===== src/rtl/lms_frame_reader.sv =====
// Read-side frame reader for the LMS sample FIFO: waits for a full frame, drains it
// through a 2-entry skid buffer and streams it with start/end-of-frame markers.
module lms_frame_reader #(
  parameter int unsigned DATA_WIDTH  = 16,
  parameter int unsigned DEPTH_WIDTH = 10,
  parameter int unsigned FRAME_LEN   = 256,
  parameter int unsigned CNT_WIDTH   = 16
) (
  input  logic                   rd_clk,
  input  logic                   rd_rst,
  output logic                   fifo_rd_en,
  input  logic [DATA_WIDTH-1:0]  fifo_rd_data,
  input  logic                   fifo_rd_empty,
  input  logic [DEPTH_WIDTH:0]   fifo_rd_water_level,
  output logic [DATA_WIDTH-1:0]  m_data,
  output logic                   m_valid,
  input  logic                   m_ready,
  output logic                   m_sof,
  output logic                   m_eof,
  output logic                   busy,
  output logic [CNT_WIDTH-1:0]   frame_cnt
);

  localparam int unsigned LW = DEPTH_WIDTH + 1;
  localparam logic [LW-1:0] FRAME_N  = LW'(FRAME_LEN);
  localparam logic [LW-1:0] LAST_IDX = LW'(FRAME_LEN - 1);

  typedef enum logic [1:0] {IDLE, BURST, DRAIN} state_t;

  state_t                 state_q, state_d;
  logic [LW-1:0]          rd_issued_q;
  logic [LW-1:0]          out_idx_q;
  logic                   inflight_q;
  logic [1:0]             occ_q;
  logic [DATA_WIDTH-1:0]  head_q, tail_q;
  logic [CNT_WIDTH-1:0]   frame_cnt_q;

  logic       pop, push, last_pop, credit;
  logic [1:0] level;

  assign m_valid  = (occ_q != 2'd0);
  assign pop      = m_valid & m_ready;
  assign push     = inflight_q;
  assign last_pop = pop & (out_idx_q == LAST_IDX);

  // A read may only be issued if its word is guaranteed a buffer slot on arrival.
  assign level  = occ_q + {1'b0, inflight_q};
  assign credit = (level < 2'd2) | ((level == 2'd2) & pop);

  // Next-state and read-issue logic
  always_comb begin
    state_d    = state_q;
    fifo_rd_en = 1'b0;
    case (state_q)
      IDLE: begin
        if ((fifo_rd_water_level >= FRAME_N) && !fifo_rd_empty) state_d = BURST;
      end
      BURST: begin
        fifo_rd_en = ~fifo_rd_empty & (rd_issued_q < FRAME_N) & credit;
        if (fifo_rd_en && (rd_issued_q == LAST_IDX)) state_d = DRAIN;
      end
      DRAIN: begin
        if (last_pop) state_d = IDLE;
      end
      default: state_d = IDLE;
    endcase
  end

  always_ff @(posedge rd_clk) begin
    if (rd_rst) state_q <= IDLE;
    else        state_q <= state_d;
  end

  // Counters and skid buffer; head_q is always the oldest sample
  always_ff @(posedge rd_clk) begin
    if (rd_rst) begin
      rd_issued_q <= '0;
      out_idx_q   <= '0;
      inflight_q  <= 1'b0;
      occ_q       <= 2'd0;
      head_q      <= '0;
      tail_q      <= '0;
      frame_cnt_q <= '0;
    end else begin
      inflight_q <= fifo_rd_en;

      if (state_q == IDLE)  rd_issued_q <= '0;
      else if (fifo_rd_en)  rd_issued_q <= rd_issued_q + LW'(1);

      if (last_pop) begin
        out_idx_q   <= '0;
        frame_cnt_q <= frame_cnt_q + CNT_WIDTH'(1);
      end else if (pop) begin
        out_idx_q <= out_idx_q + LW'(1);
      end

      case ({push, pop})
        2'b10: begin
          if (occ_q == 2'd0) head_q <= fifo_rd_data;
          else               tail_q <= fifo_rd_data;
          occ_q <= occ_q + 2'd1;
        end
        2'b01: begin
          head_q <= tail_q;
          occ_q  <= occ_q - 2'd1;
        end
        2'b11: begin
          if (occ_q == 2'd1) begin
            head_q <= fifo_rd_data;
          end else begin
            head_q <= tail_q;
            tail_q <= fifo_rd_data;
          end
        end
        default: ;
      endcase
    end
  end

  assign m_data    = head_q;
  assign m_sof     = m_valid & (out_idx_q == '0);
  assign m_eof     = m_valid & (out_idx_q == LAST_IDX);
  assign busy      = (state_q != IDLE);
  assign frame_cnt = frame_cnt_q;

endmodule


===== config.mk =====
export PLATFORM = sky130hd
export DESIGN_NAME = lms_frame_reader
export DESIGN_NICKNAME = d
export VERILOG_FILES = /design/src/rtl/lms_frame_reader.sv
export SDC_FILE = /design/constraint.sdc
export NUM_CORES = 1
export LEC_CHECK = 0
export CAP_MARGIN = 40
export CORE_MARGIN = 5
export CORE_UTILIZATION = 40
export DETAILED_ROUTE_END_ITERATION = 8
export MAX_ROUTING_LAYER = met4
export SYNTH_ARGS = -nofsm -noshare
export SYNTH_HDL_FRONTEND = slang
export SYNTH_SLANG_ARGS = --single-unit

===== constraint.sdc =====
create_clock -name rd_clk -period 3.55 [get_ports rd_clk]
set_input_delay 0.5325 -clock rd_clk [delete_from_list [all_inputs] [get_ports rd_clk]]
set_output_delay 0.5325 -clock rd_clk [all_outputs]
set_load 0.02 [all_outputs]

* Yosys cells after proc, flatten, opt, wreduce, memory -nomap -nowiden
Cells that the tools add are included.
** Cells by class
- Equal/unequal tests :: 15
- Reductions and logical operators :: 16
- Bitwise operators :: 9
- Add/subtract/negate cells :: 6
- Multiplexer cells :: 12
- Order comparisons :: 3
** Operators by type and width (number)
- 16-bit two-way mux :: 4
- 16-bit case mux with 3 select lines :: 1
- 16-bit case mux with 2 select lines :: 1
- 11-bit by 1-bit adder with 11-bit output, second input constant :: 2
- 11-bit by 8-bit equality test with 1-bit output, second input constant :: 2
- 16-bit by 1-bit adder with 16-bit output, second input constant :: 1
- 2-bit inequality test, second input constant :: 6
- 11-bit by 9-bit greater-or-equal comparator with 1-bit output, second input constant :: 1
- 11-bit logical NOT :: 1
- 11-bit by 9-bit < comparator with 1-bit output, second input constant :: 1
- 2-bit equality test, second input constant :: 4
- 2-bit nonzero test :: 4
- 1-bit AND :: 7
- 2-bit by 1-bit equality test with 1-bit output, second input constant :: 3
- 2-bit two-way mux :: 3
- 2-bit case mux with 3 select lines :: 1
- 3-bit AND reduction :: 2
- 2-bit logical NOT :: 2
- 2-bit case mux with 2 select lines :: 1
- 2-bit OR reduction :: 2
- 3-bit nonzero test :: 1
- 2-bit by 1-bit adder with 2-bit output :: 1
- 2-bit by 1-bit adder with 2-bit output, second input constant :: 1
- 1-bit logical AND :: 2
- other kinds (7) :: 7
** Storage, ports and cells
- Logic and storage cells :: 69
- Output and inout bits :: 37
- Bits of input ports :: 31
- Register bits after elaboration :: 75

* Logic depth before layout (Yosys ltp)
Gate-level depths: netlist of the first run.
- Word-level depth :: 8
- Depth in mapped cells :: 11

* Worst setup path before layout of the first run
OpenSTA, ideal clock, no wires.
- Kind :: register to register
- Start :: register occ_q[1]
- End :: register tail_q[10]
- Required time :: 3.422 ns
- Slack :: 0.677 ns
- Cell stages (with the launch flop) :: 11
- Arrival :: 2.745 ns
- Cell sequence :: dfxtp_1 > inv_1 > ha_1 > nand2b_1 > clkbuf_1 > inv_1 > ha_1 > o211ai_1 > clkbuf_1 > mux2i_1 > nor2_1
** On the way
- Cells in the longest elaborated chain, start to end :: 5
** RTL lines
- start, declared :: line 34 : logic [1:0] occ_q;
- start signal, assigned :: line 101 : occ_q <= occ_q + 2'd1;
- start signal, assigned :: line 105 : occ_q <= occ_q - 2'd1;
- 2-bit nonzero test * :: line 41 : assign m_valid = (occ_q != 2'd0);
- 1-bit AND * :: line 42 : assign pop = m_valid & m_ready;
- via pop :: line 38 : logic pop, push, last_pop, credit;
- 2-bit equality test :: line 97 : case ({push, pop})
- 2-bit inequality test (no line) / 2-bit nonzero test (equally long branches)
- 3-bit AND reduction (no line)
- end signal, assigned :: line 100 : else tail_q <= fifo_rd_data;
- end signal, assigned :: line 112 : tail_q <= fifo_rd_data;
- end, declared :: line 35 : logic [DATA_WIDTH-1:0] head_q, tail_q;
Mark *: on every way through the listed nets, which the timed path passes. The rest lies on a longest branch.
A chain may end at the register's enable or synchronous reset.

* Worst setup path after layout of the first run
- Start :: input m_ready
- End :: output fifo_rd_en
** On the way
- Cells in the longest elaborated chain, start to end :: 5
** RTL lines
- start, declared :: line 17 : input logic m_ready,
- 1-bit AND :: line 42
- 1-bit AND :: line 48 : assign credit = (level < 2'd2) | ((level == 2'd2) & pop);
- 1-bit OR :: line 48
- 1-bit AND :: line 59 : fifo_rd_en = ~fifo_rd_empty & (rd_issued_q < FRAME_N) & credit;
- 1-bit two-way mux :: line 54 : case (state_q)
- end, declared :: line 11 : output logic fifo_rd_en,
Every way passes these cells.

==> qor.csv, run 1 <==
metric,value,unit
synth_flop_cell,dfxtp_1,
p_comb_share,32.1,%
io_pins,68,
track_usage,15.4,%
holdPathStages,2,
fillers,781,
cell_internal_pwr,1560,uW
numPortBuffers,59,
yosysSeqAreaShare,45.2,%
rsz0062_at_grt,false,
crit_fanout,5,
yosys.cell_types.count,39,
dpl_cell_area,4010,um2
clkSlewWorstSetupHoldPaths,80,ps
ir_worst_vdd,0.000291,V
drtPass1Iterations,5,
grt_start_max_net_pins,56,
critPathSlowestCell,clkdlybuf4s50_1,
clock_path_buffers,2,
crit_top_cell,clkdlybuf4s50_1,
syn_area_per_cell,8.92,um2
synth-edff-count,0,
final-hold-violation-count,0,
total_power,2380,uW
endpoint_kind,output port,
fp.dieArea,10200,um2
synth_warnings,0,
status,"finished, final reports clean",
cts_sinks,75,
worstPathArrival,2310,ps
crit_required,3020,ps
hold_end,rd_issued_q[8],
path_class,input pin to output port,
r2r_start,occ_q[0],
grt.overflow.total,0,
p_clk_share,25.2,%
rr_endpoint,m_data[4],
rrSetupSlack,990,ps
core_area,8130,um2
async_flop_share,0,%
cts_tree,built,
power_density,567,nW/um2
final-setup-viol-count,0,
drive_gt1_share,6.68,%
clkLatencyLatePin,340,ps
leakagePower,0.00155,uW
area_growth,26.3,%
cts_buffers,9,
synth_area_leaders,"dfxtp_1 45%, nor2_1 6.0%, mux2i_1 5.4%, a211oi_1 3.8%, ha_1 3.8%",
path_cells,clkdlybuf4s50_1 -> nor3b_1 -> o2111ai_1 -> inv_1 -> clkdlybuf4s50_1,
die_h,101,um
cts.repair.resized,0,
max_freq,0.352,GHz
drt_iter0_drc,112,
post_cts_buffers,0,
syn_area,3320,um2
critPathBufInv,3,
rr_worst_depth,9,
worstHoldStart,rd_issued_q[8],
nNetsFinal,470,
die_w,101,um
fin_setup_tns,0,ps
p_sw,820,uW
gp_congestion,0.794,
ant_nets,0,
grt_pass1_wl,12.4,mm
worst_hold_path_type,register to register,
root_buffer,clkbuf_8,
grt_pass1_vias,2746,
seqPwrFrac,42.7,%
final_area,4190,um2
initial_core_util,40.8,%
hpwlAfterDp,4.84,mm
wire_per_inst,13.1,um
drc_errors,0,
synth_top_cell_by_area,dfxtp_1,
worstMarginPinSlew,612,ps
period_share,80.1,%
synthTopCellsByCount,"75 x dfxtp_1, 53 x nor2_1, 20 x a21oi_1",
slew_violations,0,
synth_nets,413,
final_core_util,51.5,%
num_rows,33,
routed_wl,7.08,mm
max_slew_margin,58.8,%
min_period,2840,ps
fin_hold_ws,454,ps
synth_top_area_share,45.2,%
holdBufCountCts,0,
antennaDiodeCount,0,
antenna_found_initial,0,
clock_skew,8.64,ps
h-tree-depth,3,
power.share.switching,34.5,%
cp-start-kind,input pin,
viasPerCell,5.22,
synth_most_common_cell,dfxtp_1,
critPathTopFamily,buffers and inverters,
drv_cap,0,
syn_inst,372,
vias,2816,
synth-seq-cells,75,
max_stage_delay,600,ps
[worst register-to-register path, cell delays in order (launching register included)]
cell,delay (ps)
dfxtp_1,390
inv_1,60
ha_1,280
nand2b_1,170
buf_4,180
inv_1,180
ha_1,240
a21o_1,520
a22oi_1,140
a211oi_1,310
[layout by cell type (no fill, tap or decap), types with 2 or more instances in the layout]
cell | synthesis | layout
a211oi_1 | 17 | 17
a21oi_1 | 20 | 20
a22oi_1 | 16 | 16
and2_1 | 3 | 3
and4_1 | 2 | 2
buf_4 | 0 | 7
clkbuf_8 | 0 | 9
clkdlybuf4s50_1 | 0 | 58
clkinvlp_4 | 0 | 3
dfxtp_1 | 75 | 75
ha_1 | 10 | 10
inv_1 | 18 | 18
inv_6 | 0 | 2
mux2i_1 | 18 | 18
nand2_1 | 19 | 19
nand3_1 | 8 | 8
nand4_1 | 5 | 5
nand4b_1 | 2 | 2
nor2_1 | 53 | 53
nor3_1 | 6 | 6
nor4_1 | 5 | 5
o2111ai_1 | 2 | 2
o21ai_0 | 9 | 9
o31ai_1 | 10 | 10
or3_1 | 12 | 12
or4_1 | 13 | 13
xnor2_1 | 8 | 8
xor2_1 | 7 | 7
[routing by layer]
layer  vias up  wire [um]  global-route usage (%)
met5         -          0                       -
met4         0         93                    4.70
met3         8        331                    4.43
met2        49       3460                    24.5
met1      1308       3200                    18.8
li1       1451          -                       -
[logic make-up after synthesis]
| logic type | Yosys count | share of synthesized area (%) |
|---|---|---|
| xor+xnor | 15 | 3.96 |
| compound gates | 80 | 16.2 |
| buf+inv | 38 | 4.56 |
| flops | 75 | 45.2 |
| mux | 19 | 5.77 |
| fa+ha+maj | 10 | 3.77 |
| simple gates | 135 | 20.5 |
[registers in the layout, summed over array words and instances (netlist names)]
signal	cells
tail_q	16
state_q	2
inflight_q	1
m_data	16
occ_q	2
rd_issued_q	11
frame_cnt	16
out_idx_q	11
[stage by stage]
stage / instances / setup WS [ps]
floorplan: 372 / 677
global placement: 523 / 692
detailed placement: 523 / 660
CTS: 539 / 672
global route: 539 / 540
finish: 539 / 708
[layout make-up]
cell class                 instances  area (um2)  area share, %
clock inverter                     7        60.1           1.43
clock buffer                       9         124           2.96
inverter                          18        67.6           1.61
timing repair buffer              66         638           15.2
tap                              105         131           3.13
sequential                        75        1500           35.8
multi-input combinational        259        1670           39.8
[power by group through the flow]
stage / clock, uW / sequential [uW] / combinational [uW]
after detailed placement: 0 / 1030 / 774
after CTS: 629 / 1020 / 776
after global routing: 668 / 1030 / 839
final: 599 / 1010 / 763
after floorplan: 0 / 1120 / 366
after global placement: 0 / 1030 / 770
[worst max-delay path by stage]
stage	startpoint	endpoint	slack, ps	cells past startpoint
2_1_floorplan	occ_q[1]	tail_q[10]	680	10
3_3_place_gp	m_ready	fifo_rd_en	690	5
3_5_place_dp	m_ready	m_data[4]	660	8
4_1_cts	m_ready	fifo_rd_en	670	5
5_1_grt	occ_q[0]	fifo_rd_en	540	6
6_report	m_ready	fifo_rd_en	710	5
Power figures use the tool's default switching activity.
==> inputs of run 2 (changes only) <==
Settings changed: PLACE_DENSITY set to 0.67.
Clock period 3.55 ns to 2.4 ns, I/O delays scaled along.
==> qor.csv, run 2 (same netlist as run 1, synthesis figures left out) <==
metric,value,unit
crit_fanout,5,
path_class,register to output port,
clkLatencyLatePin,340,ps
rsz0062_at_grt,false,
wire_per_inst,13.3,um
grt_start_max_net_pins,56,
status,"finished, final reports clean",
ir_worst_vdd,0.000532,V
worst_hold_path_type,input pin to register,
die_w,101,um
dr_wl_met2,3.59,mm
worstPathArrival,1870,ps
cts_tree,built,
period_share,92.8,%
layout_common_cells,"75 x dfxtp_1, 55 x clkdlybuf4s50_1, 53 x nor2_1, 20 x a21oi_1, 19 x nand2_1",
place_inst,531,
grt_pass1_wl,12.6,mm
io_pins,68,
h-tree-depth,3,
drt_iter0_drc,129,
rr_worst_depth,5,
drc_errors,0,
cts_buffers,9,
endpoint_kind,output port,
track_usage,15.5,%
grt.overflow.total,0,
ant_nets,0,
drv_cap,0,
num_rows,33,
m1WireLength,3.39,mm
root_buffer,clkbuf_8,
rrSetupSlack,180,ps
vias,2858,
wl_met3,230,um
max_freq,0.449,GHz
worstMarginPinSlew,586,ps
cp-start-kind,register,
die_h,101,um
drive_gt1_share,9.50,%
antennaDiodeCount,0,
crit_required,2040,ps
r2r_start,out_idx_q[1],
fp.dieArea,10200,um2
multi_input_area,1690,um2
nNetsFinal,478,
leakagePower,0.00164,uW
grt_pass1_vias,2757,
numPortBuffers,59,
drtPass1Iterations,4,
antenna_found_initial,0,
register_area,1500,um2
rr_endpoint,frame_cnt[15],
worstHoldStart,rd_rst,
cts_sinks,75,
core_area,8130,um2
fin_cells,547,
fin_setup_tns,0,ps
top_layer_used,met4,
final_common_cell,dfxtp_1,
post_cts_buffers,0,
clock_skew,15.7,ps
viasPerCell,5.22,
gp_congestion,0.725,
fillers,764,
routed_wl,7.29,mm
min_period,2230,ps
max_slew_margin,61.0,%
clkSlewWorstSetupHoldPaths,80,ps
initial_core_util,40.8,%
hold_end,out_idx_q[1],
power_density,870,nW/um2
holdPathStages,5,
holdBufCountCts,0,
final-setup-viol-count,0,
clock_path_buffers,2,
hpwlAfterDp,5.08,mm
slew_violations,0,
area_growth,31.1,%
cts.repair.resized,3,
final-hold-violation-count,0,
==> run 2: worst max path at each step <==
stage	startpoint	end	slack [ps]
final	out_idx_q[1]	m_eof	170
after global routing	occ_q[0]	fifo_rd_en	30
after CTS	out_idx_q[0]	frame_cnt[12]	70
after detailed placement	m_ready	m_data[11]	-50
after global placement	m_ready	fifo_rd_en	20
after floorplan	occ_q[0]	tail_q[10]	30
==> run 2: metrics by stage <==
stage	power [uW]	util, %	setup WS, ps	hold WS [ps]	area (um2)
after floorplan	2220	-	27.3	422	3350
after global placement	2730	50.7	19.3	435	4120
after detailed placement	2750	50.7	-47.5	445	4120
after CTS	3830	53.3	68.9	408	4340
after global routing	4000	53.5	33.2	444	4350
final	3780	53.5	172	426	4350
==> run 2: worst max-delay path, stage by stage (launching register included) <==
cell and delay (ps):
dfxtp_1 400, ha_1 260, nand4_1 200, nor4_1 280
dlygate4sd2_1 380
==> run 2: layout make-up <==
type	instances	share of cell area (%)
Clock buffer	9	2.85
Tap cell	105	3.02
Timing Repair Buffer	74	16.8
Sequential cell	75	34.5
Inverter	18	1.55
Multi-Input combinational cell	259	39.0
Clock inverter	7	2.27
==> run 2: where the power goes <==
group          internal [uW]  switching (uW)
Clock                    593             484
Combinational            566             644
Sequential              1400            96.2
Total                   2560            1220
==> run 2: per-layer routing <==
layer / vias up / GRT usage, %
met5: - / -
met4: 0 / 6.24
met3: 7 / 2.84
met2: 44 / 25.4
met1: 1330 / 18.9
li1: 1477 / -
==> inputs of run 3 (changes only) <==
Settings changed: ABC_AREA set to 1, PLACE_DENSITY 0.67 to 0.66.
==> qor.csv, run 3 <==
metric,value,unit
dp_slack,115,ps
hpwlAfterDp,6.15,mm
io_pins,68,
antenna_found_initial,0,
final-setup-viol-count,0,
synth_compound_area_share,19.5,%
h-tree-depth,3,
fillers,911,
clkSlewWorstSetupHoldPaths,80,ps
final_core_util,52.0,%
grt.overflow.total,0,
finalWorstSetupSlack,260,ps
cts_tree,built,
post_cts_buffers,0,
syn_area,3790,um2
fin_hold_ws,447,ps
synth_area_leaders,"dfxtp_1 40%, nand2_1 9.4%, inv_1 8.2%, o21ai_0 5.2%, a21oi_1 4.9%",
async_flop_share,0,%
synth_warnings,0,
synth_top_cell_by_area,dfxtp_1,
grt_pass1_wl,15.0,mm
ir_worst_vdd,0.000291,V
cts_sinks,75,
synth_nets,567,
crit_required,2040,ps
rsz0062_at_grt,false,
yosysSeqAreaShare,39.7,%
synth_top_area_share,39.7,%
fp.dieArea,11500,um2
muxShareOfSynthArea,0,%
worstMarginPinSlew,564,ps
area_growth,26.8,%
cts_buffers,9,
viasPerCell,4.90,
initial_core_util,41.0,%
core_area,9240,um2
root_buffer,clkbuf_8,
routed_wl,8.76,mm
grt_start_max_net_pins,40,
min_period,2140,ps
antennaDiodeCount,0,
worstPathArrival,1780,ps
layout_common_cells,"95 x nand2_1, 83 x inv_1, 75 x dfxtp_1, 56 x clkdlybuf4s50_1, 43 x nor2_1",
worst_hold_path_type,register to register,
numPortBuffers,59,
gp_congestion,0.768,
synthAdderAreaFrac,3.30,%
syn_area_per_cell,7.20,um2
synth_xor_area_share,3.01,%
period_share,89.2,%
holdBufCountCts,0,
path_class,register to output port,
drc_errors,0,
place_inst,711,
drt_iter0_drc,144,
synth_top_family_by_area,simple AND/OR/NAND/NOR gates,
synth-edff-count,0,
synth_flop_cell,dfxtp_1,
slew_violations,0,
clkLatencyLatePin,350,ps
synthTopCellsByCount,"95 x nand2_1, 83 x inv_1, 75 x dfxtp_1",
drtPass1Iterations,4,
synth_most_common_cell,nand2_1,
cp-start-kind,register,
grt_pass1_vias,3301,
drv_cap,0,
num_rows,35,
leakagePower,0.00190,uW
final-hold-violation-count,0,
power_density,664,nW/um2
crit_fanout,4,
nNetsFinal,634,
wire_per_inst,12.1,um
status,"finished, final reports clean",
clock_skew,12.5,ps
max_freq,0.467,GHz
endpoint_kind,output port,
vias,3564,
max_slew_margin,62.4,%
yosys.area_share.simple,23.6,%
die_w,107,um
syn_inst,526,
track_usage,16.4,%
fin_setup_tns,0,ps
ant_nets,0,
synth-seq-cells,75,
yosys.cell_types.count,35,
die_h,107,um
final_common_cell,nand2_1,
clock_path_buffers,2,
fin_cells,727,
drive_gt1_share,10.7,%
[run 3: cell families (layout without fill, tap and decap cells)]
logic type | count (synthesis) | count (layout)
AND/OR/NAND/NOR | 198 | 198
AO/OA/AOI/OAI | 126 | 126
buffers and inverters | 104 | 176
XOR/XNOR | 13 | 13
adder cells (fa/ha/maj) | 10 | 10
flip-flops | 75 | 75
[run 3: report_power, final]
group / internal, uW / switching (uW)
Sequential: 1340 / 46.5
Combinational: 324 / 424
Clock: 583 / 475
Total: 2240 / 946
[run 3: routing by layer]
metal / GRT usage [%] / routed length (um) / up-vias
li1: - / - / 1838
met1: 19.9 / 4090 / 1636
met2: 26.8 / 4100 / 79
met3: 2.94 / 406 / 11
met4: 7.21 / 164 / 0
met5: - / 0 / -
[run 3: repair_timing]
item,in CTS,in global routing
cloned,0,0
endpoints found under the setup margin,2,2
hold endpoints to repair,0,0
gates resized for setup,2,3
[run 3: path summary, 6_finish.rpt]
path                                      from             end  slack (ps)  cells after the start
worst max register to register        occ_q[0]      m_data[12]         300                     13
worst max-delay path                  occ_q[0]         m_valid         260                      4
worst min register to register  rd_issued_q[9]  rd_issued_q[9]         450                      2
worst min-delay path            rd_issued_q[9]  rd_issued_q[9]         450                      2
[run 3: worst max-delay path, cell delays in order, from the launching register on]
cell and delay [ps]:
dfxtp_1 370, inv_1 90, ha_1 220, inv_2 120, clkdlybuf4s50_1 630
[run 3: stage by stage]
step / cell area, um2 / total power [uW]
3_5_place_dp: 4590 / 2170
4_1_cts: 4800 / 3240
3_3_place_gp: 4590 / 2150
2_1_floorplan: 3790 / 1840
6_report: 4800 / 3190
5_1_grt: 4800 / 3370
[run 3: area by class of cell]
| type | count | area, um2 | area share (%) |
|---|---|---|---|
| Sequential cell | 75 | 1500 | 31.3 |
| Clock inverter | 7 | 92.6 | 1.93 |
| Clock buffer | 9 | 124 | 2.58 |
| Tap cell | 129 | 161 | 3.36 |
| Inverter | 87 | 330 | 6.88 |
| Multi-Input combinational cell | 347 | 1870 | 39.0 |
| Timing Repair Buffer | 73 | 717 | 14.9 |
